--- src/rtl/edge_trig_pipe_pkg.sv ---
// Shared mode encoding for the edge-triggered compare/add-subtract pipeline.
package edge_trig_pkg;
    localparam int MODE_SAT = 0;
    localparam int MODE_SGN = 1;

    typedef enum logic [1:0] {
        UWRAP = 2'd0,
        USAT  = 2'd1,
        SWRAP = 2'd2,
        SSAT  = 2'd3
    } mode_e;
endpackage

--- src/rtl/edge_trig_pipe_if.sv ---
// Operand/result bundle bus. The producer/consumer side is the master; the unit is the slave.
interface edge_trig_pipe_if #(
    parameter int NW   = 8,
    parameter int NCH  = 4,
    parameter int CNTW = 16
);
    logic [1:0]        MODE;
    logic              IN_VALID;
    logic              IN_READY;
    logic [NCH*NW-1:0] A;
    logic [NCH*NW-1:0] B;
    logic              OUT_VALID;
    logic              OUT_READY;
    logic [NCH*NW-1:0] XOUT;
    logic [NCH-1:0]    GT;
    logic [NCH-1:0]    OVF;
    logic [CNTW-1:0]   COUNT;

    modport master (
        output MODE, IN_VALID, A, B, OUT_READY,
        input  IN_READY, OUT_VALID, XOUT, GT, OVF, COUNT
    );

    modport slave (
        input  MODE, IN_VALID, A, B, OUT_READY,
        output IN_READY, OUT_VALID, XOUT, GT, OVF, COUNT
    );
endinterface

--- src/rtl/edge_trig_pipe_lane.sv ---
// Single-channel compare, then add (A > B) or subtract, with wrap or clamp; purely combinational.
module edge_trig_lane
    import edge_trig_pkg::*;
#(
    parameter int NW = 8
) (
    input  logic [NW-1:0] a,
    input  logic [NW-1:0] b,
    input  mode_e         mode,
    output logic          gt,
    output logic [NW-1:0] res,
    output logic          ovf
);
    logic [1:0]  mbits;
    logic        sat;
    logic        sgn;
    logic [NW:0] ext_a;
    logic [NW:0] ext_b;
    logic [NW:0] raw;

    assign mbits = mode;

    always_comb begin
        sat   = mbits[MODE_SAT];
        sgn   = mbits[MODE_SGN];
        gt    = sgn ? ($signed(a) > $signed(b)) : (a > b);
        // One extra bit holds the exact result: zero-extended when unsigned, sign-extended when signed.
        ext_a = {sgn & a[NW-1], a};
        ext_b = {sgn & b[NW-1], b};
        raw   = gt ? (ext_a + ext_b) : (ext_a - ext_b);
        ovf   = sgn ? (raw[NW] ^ raw[NW-1]) : raw[NW];
        res   = raw[NW-1:0];
        if (sat && ovf) begin
            if (sgn) begin
                res = raw[NW] ? {1'b1, {(NW-1){1'b0}}} : {1'b0, {(NW-1){1'b1}}};
            end else begin
                res = gt ? '1 : '0;
            end
        end
    end
endmodule

--- src/rtl/edge_trig_pipe.sv ---
// NCH-lane compare/add-subtract unit: 2-cycle latency, 1 bundle/cycle, holds up to 2 bundles
// under OUT_READY backpressure; bubbles collapse so an empty stage never blocks input.
module edge_trig_pipe
    import edge_trig_pkg::*;
#(
    parameter int NW   = 8,
    parameter int NCH  = 4,
    parameter int CNTW = 16
) (
    input  logic           CLK,
    input  logic           RST,
    edge_trig_pipe_if.slave bus
);
    logic              s1_valid;
    logic [NCH*NW-1:0] s1_a;
    logic [NCH*NW-1:0] s1_b;
    mode_e             s1_mode;

    logic              out_valid;
    logic [NCH*NW-1:0] xout_q;
    logic [NCH-1:0]    gt_q;
    logic [NCH-1:0]    ovf_q;
    logic [CNTW-1:0]   count_q;

    logic [NCH*NW-1:0] lane_res;
    logic [NCH-1:0]    lane_gt;
    logic [NCH-1:0]    lane_ovf;

    logic adv1;
    logic adv2;

    assign adv2 = !out_valid || bus.OUT_READY;
    assign adv1 = !s1_valid || adv2;

    for (genvar k = 0; k < NCH; k++) begin : g_lane
        edge_trig_lane #(.NW(NW)) u_lane (
            .a    (s1_a[k*NW +: NW]),
            .b    (s1_b[k*NW +: NW]),
            .mode (s1_mode),
            .gt   (lane_gt[k]),
            .res  (lane_res[k*NW +: NW]),
            .ovf  (lane_ovf[k])
        );
    end

    always_ff @(posedge CLK) begin
        if (RST) begin
            s1_valid  <= 1'b0;
            s1_a      <= '0;
            s1_b      <= '0;
            s1_mode   <= UWRAP;
            out_valid <= 1'b0;
            xout_q    <= '0;
            gt_q      <= '0;
            ovf_q     <= '0;
            count_q   <= '0;
        end else begin
            if (adv1) begin
                s1_valid <= bus.IN_VALID;
                if (bus.IN_VALID) begin
                    s1_a    <= bus.A;
                    s1_b    <= bus.B;
                    s1_mode <= mode_e'(bus.MODE);
                end
            end
            // Result registers only move when stage 2 advances, so a stalled result stays put.
            if (adv2) begin
                out_valid <= s1_valid;
                if (s1_valid) begin
                    xout_q <= lane_res;
                    gt_q   <= lane_gt;
                    ovf_q  <= lane_ovf;
                end
            end
            if (out_valid && bus.OUT_READY) begin
                count_q <= count_q + 1'b1;
            end
        end
    end

    assign bus.IN_READY  = adv1 && !RST;
    assign bus.OUT_VALID = out_valid;
    assign bus.XOUT      = xout_q;
    assign bus.GT        = gt_q;
    assign bus.OVF       = ovf_q;
    assign bus.COUNT     = count_q;
endmodule

--- src/flat_wrapper.sv ---
// flat-port wrapper written by rule: the top's interface ports become plain ports
module edge_trig_pipe_flat import edge_trig_pkg::*;
#(
    parameter int NW   = 8,
    parameter int NCH  = 4,
    parameter int CNTW = 16
)
  (CLK, RST, bus_MODE, bus_IN_VALID, bus_A, bus_B, bus_OUT_READY, bus_IN_READY, bus_OUT_VALID, bus_XOUT, bus_GT, bus_OVF, bus_COUNT);
  edge_trig_pipe_if #(.NW(NW), .NCH(NCH), .CNTW(CNTW)) bus_i ();
  input  logic CLK;
  input  logic RST;
  input wire logic [$bits(bus_i.MODE)-1:0] bus_MODE;
  input wire logic [$bits(bus_i.IN_VALID)-1:0] bus_IN_VALID;
  input wire logic [$bits(bus_i.A)-1:0] bus_A;
  input wire logic [$bits(bus_i.B)-1:0] bus_B;
  input wire logic [$bits(bus_i.OUT_READY)-1:0] bus_OUT_READY;
  output wire logic [$bits(bus_i.IN_READY)-1:0] bus_IN_READY;
  output wire logic [$bits(bus_i.OUT_VALID)-1:0] bus_OUT_VALID;
  output wire logic [$bits(bus_i.XOUT)-1:0] bus_XOUT;
  output wire logic [$bits(bus_i.GT)-1:0] bus_GT;
  output wire logic [$bits(bus_i.OVF)-1:0] bus_OVF;
  output wire logic [$bits(bus_i.COUNT)-1:0] bus_COUNT;
  assign bus_i.MODE = bus_MODE;
  assign bus_i.IN_VALID = bus_IN_VALID;
  assign bus_i.A = bus_A;
  assign bus_i.B = bus_B;
  assign bus_i.OUT_READY = bus_OUT_READY;
  assign bus_IN_READY = bus_i.IN_READY;
  assign bus_OUT_VALID = bus_i.OUT_VALID;
  assign bus_XOUT = bus_i.XOUT;
  assign bus_GT = bus_i.GT;
  assign bus_OVF = bus_i.OVF;
  assign bus_COUNT = bus_i.COUNT;
  edge_trig_pipe #(.NW(NW), .NCH(NCH), .CNTW(CNTW)) u_core (.CLK(CLK), .RST(RST), .bus(bus_i));
endmodule
--- config.mk ---
export PLATFORM = sky130hd
export DESIGN_NAME = edge_trig_pipe_flat
export DESIGN_NICKNAME = d
export VERILOG_FILES = /design/src/rtl/edge_trig_pipe_pkg.sv /design/src/rtl/edge_trig_pipe_if.sv /design/src/rtl/edge_trig_pipe_lane.sv /design/src/rtl/edge_trig_pipe.sv /design/src/flat_wrapper.sv
export SDC_FILE = /design/constraint.sdc
export NUM_CORES = 1
export LEC_CHECK = 0
export CAP_MARGIN = 30
export CORE_MARGIN = 2
export CORE_UTILIZATION = 42
export DETAILED_ROUTE_END_ITERATION = 8
export PLACE_DENSITY = 0.65
export SYNTH_ARGS = -nofsm -noshare
export SYNTH_HDL_FRONTEND = slang
export SYNTH_SLANG_ARGS = --single-unit
--- constraint.sdc ---
create_clock -name CLK -period 5.45 [get_ports CLK]
set_input_delay 1.09 -clock CLK [delete_from_list [all_inputs] [get_ports CLK]]
set_output_delay 1.09 -clock CLK [all_outputs]
set_load 0.01 [all_outputs]
==> impl_metrics.csv <==
group,metric,value,unit
grt,grt_max_degree,70,
power_and_ir_drop,power_density,315.7,nW/um2
clocking,clk_pin_slew,0.06,ns
yosys,ys_types,63,
critical_path,critical_path_class,"reg2reg",
critical_path,crit_arrival,5.05,ns
run_status,status,"finished, final reports clean",
clocking,root_buffer,"clkbuf_16",
timing,finClkSkew,0.006694,ns
timing,final_max_slew_viol_count,0,
floorplan,rows,49,
detailed_routing,wl_per_cell,14.95,um
floorplan,io_pins,128,
clocking,clockBufferDepth,2,
yosys,synth_area,7681,um2
critical_path,required,5.80,ns
yosys,synth_seq_area_share,32.32,%
worst_hold_path,whs_path_depth,2,
grt,antenna_found_initial,0,
critical_path,rr_worst_depth,15,
floorplan,dieWidth,139.2,um
cells_and_area,most-common-layout-cells,"nand2_1, clkdlybuf4s50_1, dfxtp_1, a21oi_1, nor2_1",
power_and_ir_drop,vdd_ir_drop_max,0.3017,mV
clocking,cts_tree,"built",
place,io_buffers,127,
yosys,async_reset_ff_share,0,%
timing,period_needed,4.707,ns
detailed_routing,vias,7046,
place,placed_cell_area,9143,um2
timing,tns,0,ns
power_and_ir_drop,p_leak,3.904,nW
critical_path,critPathLaunchType,"flop",
grt,grt_pass1_vias,6668,
floorplan,die-area,19390,um2
yosys,yosys_warnings,0,
job,cap_viol_max_count,0,
timing,setup_viol,0,
clocking,cts.sinks,124,
timing,rsz0062_at_grt,"false",
yosys,synth_edf_count,0,
clocking,numCtsBuffers,17,
power_and_ir_drop,power,3.069,mW
detailed_routing,via_per_inst,5.294,
cells_and_area,final_cell_area,9722,um2
yosys,ys_seq_elements,124,
place,place_congestion,0.8653,
yosys,synth_nets,1123,
grt,track_usage,20.74,%
floorplan,start_util,42.76,%
timing,post-route-period-util,86.36,%
clocking,cts_resized,0,
floorplan,die_height,139.2,um
timing,clock.fmax,212.5,MHz
yosys,synthCells,980,
grt,overflow,0,
timing,relSlewSlack,50.64,%
critical_path,endpoint_kind,"flop",
cells_and_area,antenna_cells,0,
floorplan,core-area,17960,um2
critical_path,path_max_fanout,13,
clocking,cts_hold_buf,0,
cells_and_area,final_common_cell,"nand2_1",
cells_and_area,syn_to_final_growth,26.57,%
clocking,cts.htree.levels,4,
yosys,synth_ff_type,"dfxtp_1",
timing,finalHoldViolCount,0,
detailed_routing,ant_nets,0,
clocking,post-cts-setup-buffer-count,0,
place,dp_hpwl,14.65,mm
yosys,syn_area_per_cell,7.838,um2
detailed_routing,route.detailed.drc,0,
detailed_routing,drt-initial-drc-count,464,
detailed_routing,detail_route.first_pass.iterations,5,
cells_and_area,drive_gt1_share,6.443,%
detailed_routing,postRouteWirelength,19.89,mm
critical_path,worst-r2r-setup-slack,0.74,ns
worst_hold_path,hp-class,"reg2reg",
timing,worst_pin_slew,0.7404,ns
cells_and_area,final_nets,1232,
clocking,insertion_delay,0.42,ns
grt,grt_pass1_wl,33.18,mm
-- Yosys cell counts (all sizes together), types with 7 or more instances --
master / n / area [um2]
ha: 69 / 863.3
inv: 47 / 176.4
o21ai: 34 / 173.9
nor2b: 7 / 43.79
clkbuf: 38 / 142.6
or3: 8 / 50.05
xor2: 17 / 148.9
dfxtp: 124 / 2482
a211oi: 20 / 150.1
a21oi: 118 / 594.3
a21o: 8 / 60.06
nor3: 11 / 55.05
nand4: 17 / 106.4
and3: 12 / 75.07
and2: 8 / 52.55
o211ai: 11 / 82.58
nor2: 88 / 330.3
nand3: 16 / 80.08
a31oi: 13 / 81.33
xnor2: 46 / 410.4
nand2: 185 / 694.4
-- area by class of cell --
| class | count | area [um2] |
|---|---|---|
| inverter | 48 | 180.2 |
| multi-input combinational | 764 | 4860 |
| tap | 229 | 286.5 |
| sequential | 124 | 2482 |
| clock inverter | 12 | 112.6 |
| timing repair buffer | 134 | 1334 |
| clock buffer | 20 | 466.7 |
| fill | 1757 | 8242 |
-- worst paths after layout --
kind | startpoint | endpoint
worst max register to register | u_core.s1_b[15] | u_core.bus.XOUT[14]
worst min register to register | u_core.s1_b[2] | u_core.s1_b[2]
worst max-delay path | u_core.s1_b[15] | u_core.bus.XOUT[14]
worst min-delay path | u_core.s1_b[2] | u_core.s1_b[2]
-- per-stage QoR --
| stage | hold WS [ns] | utilization, % | instances | setup slack (ns) |
|---|---|---|---|---|
| 3_3_place_gp | 0.4451 | 50.78 | 1298 | 0.9267 |
| 2_1_floorplan | 0.4363 | - | 980 | 1.271 |
| 6_report | 0.4545 | 54.12 | 1331 | 0.7434 |
| 4_1_cts | 0.4555 | 54.12 | 1331 | 0.7876 |
| 5_1_grt | 0.4776 | 54.12 | 1331 | 0.4161 |
| 3_5_place_dp | 0.4472 | 50.90 | 1299 | 0.8546 |
-- cell families after synthesis --
| logic type | after synthesis | synth area share (%) |
|---|---|---|
| adder cells (fa/ha/maj) | 73 | 12.28 |
| AO/OA/AOI/OAI | 248 | 20.48 |
| multiplexers | 9 | 1.319 |
| AND/OR/NAND/NOR | 368 | 20.88 |
| XOR/XNOR | 66 | 8.161 |
| buffers and inverters | 92 | 4.561 |
| flip-flops | 124 | 32.32 |
-- flip-flops by register name, indices dropped and copies added (netlist names) --
register / flops
u_core.bus.OUT_VALID: 1
u_core.s1_b: 32
u_core.s1_valid: 1
u_core.bus.COUNT: 16
u_core.s1_a: 32
u_core.bus.XOUT: 32
u_core.s1_mode: 2
u_core.bus.OVF: 4
u_core.bus.GT: 4
-- report_power, final --
part / internal, mW / switching (mW)
combinational: 0.448 / 0.502
sequential: 0.969 / 0.0566
clock: 0.666 / 0.428
total: 2.08 / 0.986
-- routing by layer --
| metal | vias to the layer above | track usage [%] | share of wire [%] |
|---|---|---|---|
| li1 | 3635 | - | - |
| met1 | 3249 | 28.72 | 49 |
| met2 | 141 | 33.08 | 46 |
| met3 | 21 | 4.129 | 4.0 |
| met4 | 0 | 5.582 | 1.1 |
| met5 | - | 0 | 0 |
-- worst max-delay path, stage by stage, from the launching register on --
cell       delay [ns]
dfxtp_1          0.35
inv_1            0.12
ha_1             0.38
nand4_1          0.13
a21oi_1          0.25
o21a_1           0.48
mux2_2           0.42
fa_1             0.44
a21o_1           0.18
a21oi_1          0.21
nand2b_1         0.14
a21oi_1          0.10
o41ai_2          0.58
xnor3_1          0.50
and2_4           0.21
o2bb2ai_1        0.14
Power figures use the tool's default switching activity.
